## src/rtl/cpu_pkg.sv

```systemverilog
// Shared CPU front-end types: machine width, instruction size and the
// fetch-queue entry that pairs an instruction word with its PC.
package cpu_pkg;

  localparam int unsigned XLEN        = 32;
  localparam int unsigned INSTR_BYTES = 4;

  typedef struct packed {
    logic [XLEN-1:0] pc;
    logic [XLEN-1:0] instr;
  } fetch_entry_t;

endpackage

```

## src/rtl/fetch_if.sv

```systemverilog
// Fetch-stage bundle: instruction-memory request/response, decode handshake
// and redirect. master = fetch unit side, slave = memory/decode/branch side.
interface fetch_if #(
  parameter int unsigned XLEN = 32
);

  logic            mem_req_valid;
  logic            mem_req_ready;
  logic [XLEN-1:0] mem_req_addr;
  logic            mem_resp_valid;
  logic [XLEN-1:0] mem_resp_data;
  logic            dec_valid;
  logic [XLEN-1:0] dec_data;
  logic [XLEN-1:0] dec_pc;
  logic            dec_ready;
  logic            redirect_valid;
  logic [XLEN-1:0] redirect_target;

  modport master (
    output mem_req_valid, mem_req_addr, dec_valid, dec_data, dec_pc,
    input  mem_req_ready, mem_resp_valid, mem_resp_data, dec_ready,
           redirect_valid, redirect_target
  );

  modport slave (
    input  mem_req_valid, mem_req_addr, dec_valid, dec_data, dec_pc,
    output mem_req_ready, mem_resp_valid, mem_resp_data, dec_ready,
           redirect_valid, redirect_target
  );

endinterface

```

## src/rtl/fetch_fifo.sv

```systemverilog
// Synchronous FIFO with flush; head is shown combinationally from storage.
// Storage resets to zero so the head reads as zero straight out of reset.
module fetch_fifo #(
  parameter type         T     = logic [31:0],
  parameter int unsigned DEPTH = 4
) (
  input  logic                       clk,
  input  logic                       rst_n,
  input  logic                       push,
  input  logic                       pop,
  input  logic                       flush,
  input  T                           push_data,
  output T                           head,
  output logic                       full,
  output logic                       empty,
  output logic [$clog2(DEPTH+1)-1:0] count
);

  localparam int unsigned PW = (DEPTH > 1) ? $clog2(DEPTH) : 1;
  localparam int unsigned CW = $clog2(DEPTH + 1);

  T               mem [DEPTH];
  logic [PW-1:0]  rd_ptr;
  logic [PW-1:0]  wr_ptr;

  // Explicit wrap keeps non-power-of-2 depths (e.g. MAX_OUT=3) correct.
  function automatic logic [PW-1:0] wrap_inc(input logic [PW-1:0] p);
    return (32'(p) == DEPTH - 1) ? '0 : p + 1'b1;
  endfunction

  always_ff @(posedge clk or negedge rst_n) begin
    if (!rst_n) begin
      rd_ptr <= '0;
      wr_ptr <= '0;
      count  <= '0;
      for (int unsigned i = 0; i < DEPTH; i++) mem[i] <= '0;
    end else if (flush) begin
      rd_ptr <= '0;
      wr_ptr <= '0;
      count  <= '0;
    end else begin
      if (push) begin
        mem[wr_ptr] <= push_data;
        wr_ptr      <= wrap_inc(wr_ptr);
      end
      if (pop) rd_ptr <= wrap_inc(rd_ptr);
      count <= count + CW'(push) - CW'(pop);
    end
  end

  assign head  = mem[rd_ptr];
  assign full  = (count == CW'(DEPTH));
  assign empty = (count == '0);

  assert property (@(posedge clk) disable iff (!rst_n)
    !(push && full && !pop && !flush));

endmodule

```

## src/rtl/fetch_unit.sv

```systemverilog
// Instruction fetch stage: owns the fetch PC, keeps up to MAX_OUT in-order
// memory requests in flight and buffers PC-tagged responses for decode.
module fetch_unit
  import cpu_pkg::*;
#(
  parameter int unsigned     XLEN     = cpu_pkg::XLEN,
  parameter int unsigned     DEPTH    = 4,
  parameter int unsigned     MAX_OUT  = 2,
  parameter logic [XLEN-1:0] RESET_PC = '0
) (
  input  logic     clk,
  input  logic     rst_n,
  fetch_if.master  bus
);

  localparam int unsigned CW = $clog2(DEPTH + 1);
  localparam int unsigned OW = $clog2(MAX_OUT + 1);

  logic [XLEN-1:0] pc;
  logic [OW-1:0]   outstanding;
  logic [OW-1:0]   outstanding_next;
  logic [OW-1:0]   drop;

  logic            accept;
  logic            resp;
  logic            credit_ok;

  logic            q_push;
  logic            q_pop;
  logic            q_full;
  logic            q_empty;
  logic [CW-1:0]   q_count;
  fetch_entry_t    q_in;
  fetch_entry_t    q_head;

  logic            if_pop;
  logic            if_full;
  logic            if_empty;
  logic [OW-1:0]   if_count;
  logic [XLEN-1:0] if_head;

  assign accept           = bus.mem_req_valid && bus.mem_req_ready;
  assign resp             = bus.mem_resp_valid;
  assign outstanding_next = outstanding + OW'(accept) - OW'(resp);

  // Slots already promised to in-flight, non-dropped requests count as used.
  assign credit_ok = (32'(q_count) + 32'(outstanding) - 32'(drop)) < DEPTH;

  assign bus.mem_req_valid = rst_n && !bus.redirect_valid
                             && (32'(outstanding) < MAX_OUT) && credit_ok;
  assign bus.mem_req_addr  = pc;

  // Responses to requests issued before a redirect own no in-flight PC entry.
  assign if_pop = resp && (drop == '0);
  assign q_push = if_pop && !bus.redirect_valid;
  assign q_pop  = bus.dec_valid && bus.dec_ready && !bus.redirect_valid;
  assign q_in   = '{pc: if_head, instr: bus.mem_resp_data};

  always_ff @(posedge clk or negedge rst_n) begin
    if (!rst_n) begin
      pc          <= RESET_PC;
      outstanding <= '0;
      drop        <= '0;
    end else begin
      outstanding <= outstanding_next;
      if (bus.redirect_valid) begin
        pc   <= {bus.redirect_target[XLEN-1:2], 2'b00};
        drop <= outstanding_next;
      end else begin
        if (accept) pc <= pc + XLEN'(INSTR_BYTES);
        if (resp && (drop != '0)) drop <= drop - 1'b1;
      end
    end
  end

  fetch_fifo #(
    .T     (logic [XLEN-1:0]),
    .DEPTH (MAX_OUT)
  ) u_inflight (
    .clk       (clk),
    .rst_n     (rst_n),
    .push      (accept),
    .pop       (if_pop),
    .flush     (bus.redirect_valid),
    .push_data (pc),
    .head      (if_head),
    .full      (if_full),
    .empty     (if_empty),
    .count     (if_count)
  );

  fetch_fifo #(
    .T     (fetch_entry_t),
    .DEPTH (DEPTH)
  ) u_queue (
    .clk       (clk),
    .rst_n     (rst_n),
    .push      (q_push),
    .pop       (q_pop),
    .flush     (bus.redirect_valid),
    .push_data (q_in),
    .head      (q_head),
    .full      (q_full),
    .empty     (q_empty),
    .count     (q_count)
  );

  assign bus.dec_valid = !q_empty;
  assign bus.dec_data  = q_head.instr;
  assign bus.dec_pc    = q_head.pc;

  assert property (@(posedge clk) disable iff (!rst_n) !(resp && outstanding == '0));
  assert property (@(posedge clk) disable iff (!rst_n) drop <= outstanding);
  assert property (@(posedge clk) disable iff (!rst_n)
    32'(if_count) == 32'(outstanding) - 32'(drop));
  assert property (@(posedge clk) disable iff (!rst_n) !(accept && if_full));
  assert property (@(posedge clk) disable iff (!rst_n) !(if_pop && if_empty));
  assert property (@(posedge clk) disable iff (!rst_n) !(q_push && q_full && !q_pop));

endmodule

```

## src/flat_wrapper.sv

```systemverilog
// flat-port wrapper written by rule: the top's interface ports become plain ports
module fetch_unit_flat import cpu_pkg::*;
#(
  parameter int unsigned     XLEN     = cpu_pkg::XLEN,
  parameter int unsigned     DEPTH    = 4,
  parameter int unsigned     MAX_OUT  = 2,
  parameter logic [XLEN-1:0] RESET_PC = '0
)
  (clk, rst_n, bus_mem_req_valid, bus_mem_req_addr, bus_dec_valid, bus_dec_data, bus_dec_pc, bus_mem_req_ready, bus_mem_resp_valid, bus_mem_resp_data, bus_dec_ready, bus_redirect_valid, bus_redirect_target);
  fetch_if #(.XLEN(XLEN)) bus_i ();
  input  logic clk;
  input  logic rst_n;
  output wire logic [$bits(bus_i.mem_req_valid)-1:0] bus_mem_req_valid;
  output wire logic [$bits(bus_i.mem_req_addr)-1:0] bus_mem_req_addr;
  output wire logic [$bits(bus_i.dec_valid)-1:0] bus_dec_valid;
  output wire logic [$bits(bus_i.dec_data)-1:0] bus_dec_data;
  output wire logic [$bits(bus_i.dec_pc)-1:0] bus_dec_pc;
  input wire logic [$bits(bus_i.mem_req_ready)-1:0] bus_mem_req_ready;
  input wire logic [$bits(bus_i.mem_resp_valid)-1:0] bus_mem_resp_valid;
  input wire logic [$bits(bus_i.mem_resp_data)-1:0] bus_mem_resp_data;
  input wire logic [$bits(bus_i.dec_ready)-1:0] bus_dec_ready;
  input wire logic [$bits(bus_i.redirect_valid)-1:0] bus_redirect_valid;
  input wire logic [$bits(bus_i.redirect_target)-1:0] bus_redirect_target;
  assign bus_mem_req_valid = bus_i.mem_req_valid;
  assign bus_mem_req_addr = bus_i.mem_req_addr;
  assign bus_dec_valid = bus_i.dec_valid;
  assign bus_dec_data = bus_i.dec_data;
  assign bus_dec_pc = bus_i.dec_pc;
  assign bus_i.mem_req_ready = bus_mem_req_ready;
  assign bus_i.mem_resp_valid = bus_mem_resp_valid;
  assign bus_i.mem_resp_data = bus_mem_resp_data;
  assign bus_i.dec_ready = bus_dec_ready;
  assign bus_i.redirect_valid = bus_redirect_valid;
  assign bus_i.redirect_target = bus_redirect_target;
  fetch_unit #(.XLEN(XLEN), .DEPTH(DEPTH), .MAX_OUT(MAX_OUT), .RESET_PC(RESET_PC)) u_core (.clk(clk), .rst_n(rst_n), .bus(bus_i));
endmodule
```

## config.mk

```make
export PLATFORM = sky130hd
export DESIGN_NAME = fetch_unit_flat
export DESIGN_NICKNAME = d
export VERILOG_FILES = /design/src/rtl/cpu_pkg.sv /design/src/rtl/fetch_if.sv /design/src/rtl/fetch_fifo.sv /design/src/rtl/fetch_unit.sv /design/src/flat_wrapper.sv
export SDC_FILE = /design/constraint.sdc
export NUM_CORES = 1
export LEC_CHECK = 0
export BUFFER_PORTS_ARGS = -buffer_cell sky130_fd_sc_hd__buf_4
export CAP_MARGIN = 5
export CORE_ASPECT_RATIO = 0.75
export CORE_UTILIZATION = 41
export CTS_BUF_LIST = sky130_fd_sc_hd__clkbuf_8
export CTS_CLUSTER_SIZE = 24
export DETAILED_ROUTE_END_ITERATION = 7
export GPL_TIMING_DRIVEN = 1
export SKIP_CTS_REPAIR_TIMING = 1
export SLEW_MARGIN = 20
export SYNTH_ARGS = -nofsm -noshare
export SYNTH_HDL_FRONTEND = slang
export SYNTH_SLANG_ARGS = --single-unit
export TNS_END_PERCENT = 50
```

## constraint.sdc

```tcl
create_clock -name clk -period 4.9 [get_ports clk]
set_clock_uncertainty 0.05 [all_clocks]
set_input_delay 0.245 -clock clk [delete_from_list [all_inputs] [get_ports clk]]
set_output_delay 0.245 -clock clk [all_outputs]
set_load 0.03 [all_outputs]
```

Word level (Yosys, flattened, before mapping)
Cells that the tools add are included.
{"block": "word_totals", "reg_bits": 365, "latch_bits": 0, "mem_bits_rw": 0, "romBits": 0, "elab_cells": 97, "mem_count": 0}
{"block": "op_classes", "addsub": 12, "mul": 0, "n_div": 0, "n_lt_le_gt_ge": 8, "eq_ne": 2, "n_shift": 0, "n_mux": 29, "bitwise": 5, "n_reduce_logical": 23}
{"operator": "$bwmux W256", "n": 1}
{"operator": "$mux W32", "n": 6}
{"operator": "$mux W64", "n": 3}
{"operator": "$bmux W64 S2", "n": 1}
{"operator": "$demux W64 S2", "n": 1}
{"operator": "$bwmux W64", "n": 1}
{"operator": "$add A32 B3 Y32 const B", "n": 1}
{"operator": "$demux W32 S1", "n": 1}
{"operator": "$lt A32 B3 Y1 const B", "n": 1}
{"operator": "$sub A32 B2 Y32", "n": 1}
{"operator": "$mux W2", "n": 8}
{"operator": "$reduce_bool A2 Y1", "n": 6}
{"operator": "$logic_and A1 B1 Y1", "n": 11}
{"operator": "$ge A3 B3 Y1 const B", "n": 2}
{"operator": "$mux W1", "n": 6}
{"operator": "$not A2 Y3", "n": 2}
{"operator": "$add A2 B1 Y2 const B", "n": 2}
{"operator": "$add A3 B2 Y4", "n": 1}
{"operator": "$eq A2 B2 Y1 const B", "n": 2}
{"operator": "$ge A2 B2 Y1 const B", "n": 2}
{"operator": "$not A1 Y2", "n": 2}
{"operator": "$reduce_and A2 Y1", "n": 2}
{"operator": "$add A3 B1 Y3", "n": 1}
{"operator": "$logic_not A3 Y1", "n": 1}
{"operator": "other kinds (12)", "n": 14}

Longest topological paths before layout
{"block": "logic_depth", "depth_word": 8, "ltp_mapped": 15, "depth_no_buf": 15}

Modules after synthesis
From an unflattened synthesis, not the netlist that was laid out.
{"block": "unflattened", "hier_cells": 1099, "area_unflattened_um2": 17944.7}
{"module": "fetch_fifo (u_core.u_queue)", "n_inst": 1, "cells_each": 659, "area_per_inst_um2": 12429.4, "seq_area_each_um2": 6581.3}
{"module": "fetch_fifo (u_core.u_inflight)", "n_inst": 1, "cells_each": 189, "area_per_inst_um2": 3009.1, "seq_area_each_um2": 1701.6}
{"module": "fetch_unit", "n_inst": 1, "cells_each": 251, "area_per_inst_um2": 2506.2, "seq_area_each_um2": 850.8}

Worst setup path after synthesis
OpenSTA, ideal clock, no wires.
{"block": "synth_path", "kind": "reg2reg", "from": "reg u_core.u_queue.count[0]", "to": "reg u_core.drop[1]", "setup_time_ps": 136, "arrival_time_ps": 3186, "required_time_ps": 4714, "path_slack_ps": 1528, "stages_incl_launch_ff": 16, "n_path_buf": 0, "synth_period_minus_slack_ps": 3372, "cell_sequence": "dfrtp_1 -> ha_1 -> fa_1 -> ha_1 -> a21oi_1 -> and2_1 -> ha_1 -> and4bb_2 -> and3b_1 -> nand2_1 -> inv_1 -> ha_1 -> xnor2_1 -> xnor2_1 -> nand2_1 -> o21ai_0"}
{"block": "synth_via", "elab_chain_len": 8}
{"item": "start: declaration", "line_no": "fetch_fifo.sv:16", "rtl": "output logic [$clog2(DEPTH+1)-1:0] count"}
{"item": "start signal: assignment", "line_no": "fetch_fifo.sv:47", "rtl": "count <= count + CW'(push) - CW'(pop);"}
{"item": "$add A3 B2 Y4", "line_no": "fetch_unit.sv:47", "rtl": "assign credit_ok = (32'(q_count) + 32'(outstanding) - 32'(drop)) < DEPTH;"}
{"item": "$sub A32 B2 Y32", "line_no": "fetch_unit.sv:47"}
{"item": "$lt A32 B3 Y1", "line_no": "fetch_unit.sv:47"}
{"item": "$logic_and A1 B1 Y1", "line_no": "fetch_unit.sv:50", "rtl": "&& (32'(outstanding) < MAX_OUT) && credit_ok;"}
{"item": "$logic_and A1 B1 Y1", "line_no": "fetch_unit.sv:42", "rtl": "assign accept = bus.mem_req_valid && bus.mem_req_ready;"}
{"item": "$add A2 B1 Y2", "line_no": "fetch_unit.sv:44", "rtl": "assign outstanding_next = outstanding + OW'(accept) - OW'(resp);"}
{"item": "$sub A2 B1 Y2", "line_no": "fetch_unit.sv:44"}
{"item": "named net u_core.outstanding_next[1]", "line_no": "fetch_unit.sv:21", "rtl": "logic [OW-1:0] outstanding_next;"}
{"item": "$mux W2", "line_no": "fetch_unit.sv:66", "rtl": "if (bus.redirect_valid) begin"}
{"item": "end signal: assignment", "line_no": "fetch_unit.sv:68", "rtl": "drop <= outstanding_next;"}
{"item": "end signal: assignment", "line_no": "fetch_unit.sv:71", "rtl": "if (resp && (drop != '0)) drop <= drop - 1'b1;"}
{"item": "end: declaration", "line_no": "fetch_unit.sv:22", "rtl": "logic [OW-1:0] drop;"}
The timed path passes the listed nets, and every way through them passes these cells.
A chain may end at the register's enable or synchronous reset.

Worst setup path in the final report
Ends and elaborated chain as after synthesis.

==> impl_metrics.toml <==
[setup_path]
worstPathCellList = "ha_1 -> fa_1 -> ha_1 -> a21oi_1 -> and2_1 -> ha_1 -> and4bb_2 -> and3b_1 -> nand2_1 -> inv_1 -> ha_1 -> xnor2_1 -> xnor2_1 -> nand2_1 -> o21ai_0"
worstSetupPathType = "reg -> reg"
endpoint_kind = "flop"
required_ps = 5370
cp_num_buf_inv = 1
cp_max_fo = 6
crit_path_frequent_cell = "ha_1"
crit_path_max_incr_delay_ps = 490
cp_top_family = "adder cells"
start_kind = "flop"
cp.depth = 15
cp_slowest_cell = "fa_1"
arrival_ps = 4370
ff2ff_path_depth = 15

[global_routing]
grt_use_total = 0.189
antenna_found_initial = 0
grt_use_met1 = 0.269
grt_pass1_vias = 10500
grt_util_met3 = 0.0348
busiest_layer = "met2"
grt_max_degree = 153
overflow = 0
met2_usage = 0.298
grt_pass1_wl_um = 58700

[detailed_routing]
routedWlPerCell_um = 18.7
first_pass_iters = 5
drc = 0
vias = 10600
drt-total-wl_um = 37200
ant_nets = 0
drtIter0Drc = 753
via_per_inst = 5.32

[cts]
htree_levels = 2
path_clk_slew_ps = 60
cts-buffers-inserted = 55
cts_buffer_depth = 3
clk_latency_ps = 600
cts_tree = "yes"
clock_sinks = 351
root_buffer = "clkbuf_8"

[placement]
dp_slack_ps = 1040
gp_congestion = 0.765
hpwl_um = 22700
placed_area_sq_um = 17400
port_buffers = 161

[pwr]
p_leak_nw = 8.81
powerDensity_nw_per_um2 = 549
ir_drop_mv = 0.440

[sta]
tightest_slew_ps = 1050
rsz0062_at_grt = "no"
drv_slew = 0
max_freq_mhz = 257
slew_headroom = 0.303
hold_ws_ps = 35.3
fin_crit_ps = 3900
setup_violations = 0
finalWorstSetupSlack_ps = 1000
tns_ps = 0
hold_viol_final = 0
period_share = 0.795

[logic_synthesis]
syn_area_sq_um = 15800
synth_cells = 1239
ys.warnings.count = 0
synth.area.top_cells = "dfrtp_1 (56%), mux2_2 (13%), mux4_2 (8.8%)"
yosys-top-cells-count = "dfrtp_1 (351), mux2_2 (188), nand2_1 (153), o21ai_0 (129), clkbuf_1 (68)"
synth-main-ff-cell = "dfrtp_1"
synth_area_per_cell_sq_um = 12.8
synth_edf_count = 0
synth-seq-cells = 351
synth-async-reset-ratio = 1.00
synth.most_common_cell = "dfrtp_1"
ys_types = 54
yosysTopAreaCell = "dfrtp_1"
ys_seq_area_frac = 0.555
synth_top_area_share = 0.555

[floorplan]
start_util = 0.421
die_area_sq_um = 39400
io_pins = 168
design.core.area_sq_um = 37600
num_rows = 61
die_w_um = 229
die_h_um = 172

[outcome]
outcome = "finished clean"

[final_layout]
syn2layout_area_growth_pct = 21.4
final_area_sq_um = 19200
post-route-util = 0.511
final_nets = 1533
drive_gt1_frac = 0.349
diodes = 0

[hold_path]
hp-class = "in -> reg"
holdPathStages = 2

[job]
maxCapViolCount = 0
==> cell families after synthesis <==
group,after synthesis,synth area share
buffers and inverters,115,0.0311
and+or+nand+nor,264,0.0779
DFF,351,0.555
muxes,280,0.241
AOI/OAI and AO/OA,197,0.0720
other,1,0.000237
xor gates and xnor gates,14,0.00775
adders and majority gates,17,0.0144
==> metrics by stage <==
step                      instances  power, mW
after floorplan                1242       6.74
after global placement         1828       7.98
after detailed placement       1828       8.08
after CTS                      1926       10.6
after global routing           1991       11.2
final                          1991       10.5
==> routing by layer <==
| layer | share of wire | vias to the layer above | wire, um |
|---|---|---|---|
| met5 | 0 | - | 0 |
| met1 | 0.47 | 5404 | 17500 |
| met4 | 0.015 | 0 | 571 |
| met3 | 0.047 | 45 | 1730 |
| met2 | 0.47 | 228 | 17400 |
| li1 | - | 4916 | - |
==> power breakdown <==
group / leakage [nW] / switching [mW] / internal, mW
combinational: 3.50 / 2.13 / 1.71
sequential: 4.66 / 0.573 / 3.65
clock: 0.648 / 1.15 / 1.33
==> placed cells by master, fill, tap and decap left out, types with 30 or more instances in the layout <==
cell and count:
dfrtp_1 348, mux2_2 188, buf_4 174, nand2_1 149, o21ai_0 129, clkbuf_8 70, dlygate4sd3_1 65, mux4_2 62
inv_1 38, mux2i_1 30
==> worst paths after layout <==
kind	startpoint	end	slack (ps)
min reg2reg	u_core.u_queue.mem[103]	u_core.u_queue.mem[103]	420
max in group asynchronous	rst_n	u_core.u_queue.rd_ptr[0]	2920
max	u_core.u_queue.count[0]	u_core.drop[1]	1000
min	bus_redirect_valid	u_core.u_inflight.rd_ptr	40
max reg2reg	u_core.u_queue.count[0]	u_core.drop[1]	1000
min in group asynchronous	rst_n	u_core.u_queue.mem[229]	120
==> state kept, by name (all words and copies together), names as in the netlist <==
register                  flops
u_core.u_inflight.wr_ptr      1
u_core.u_queue.rd_ptr         2
u_core.u_inflight.rd_ptr      1
u_core.outstanding            2
u_core.u_queue.wr_ptr         2
u_core.u_queue.count          3
u_core.bus.mem_req_addr      30
u_core.drop                   2
u_core.u_queue.mem          248
u_core.u_inflight.mem        60
==> final cells by class <==
type | count | area [sq um]
Fill cell | 3333 | 18400
Sequential cell | 351 | 8790
Multi-Input combinational cell | 776 | 6590
Timing Repair Buffer | 242 | 2000
Clock buffer | 70 | 963
Tap cell | 504 | 631
Clock inverter | 28 | 143
Inverter | 20 | 75.1
Power figures use the tool's default switching activity.
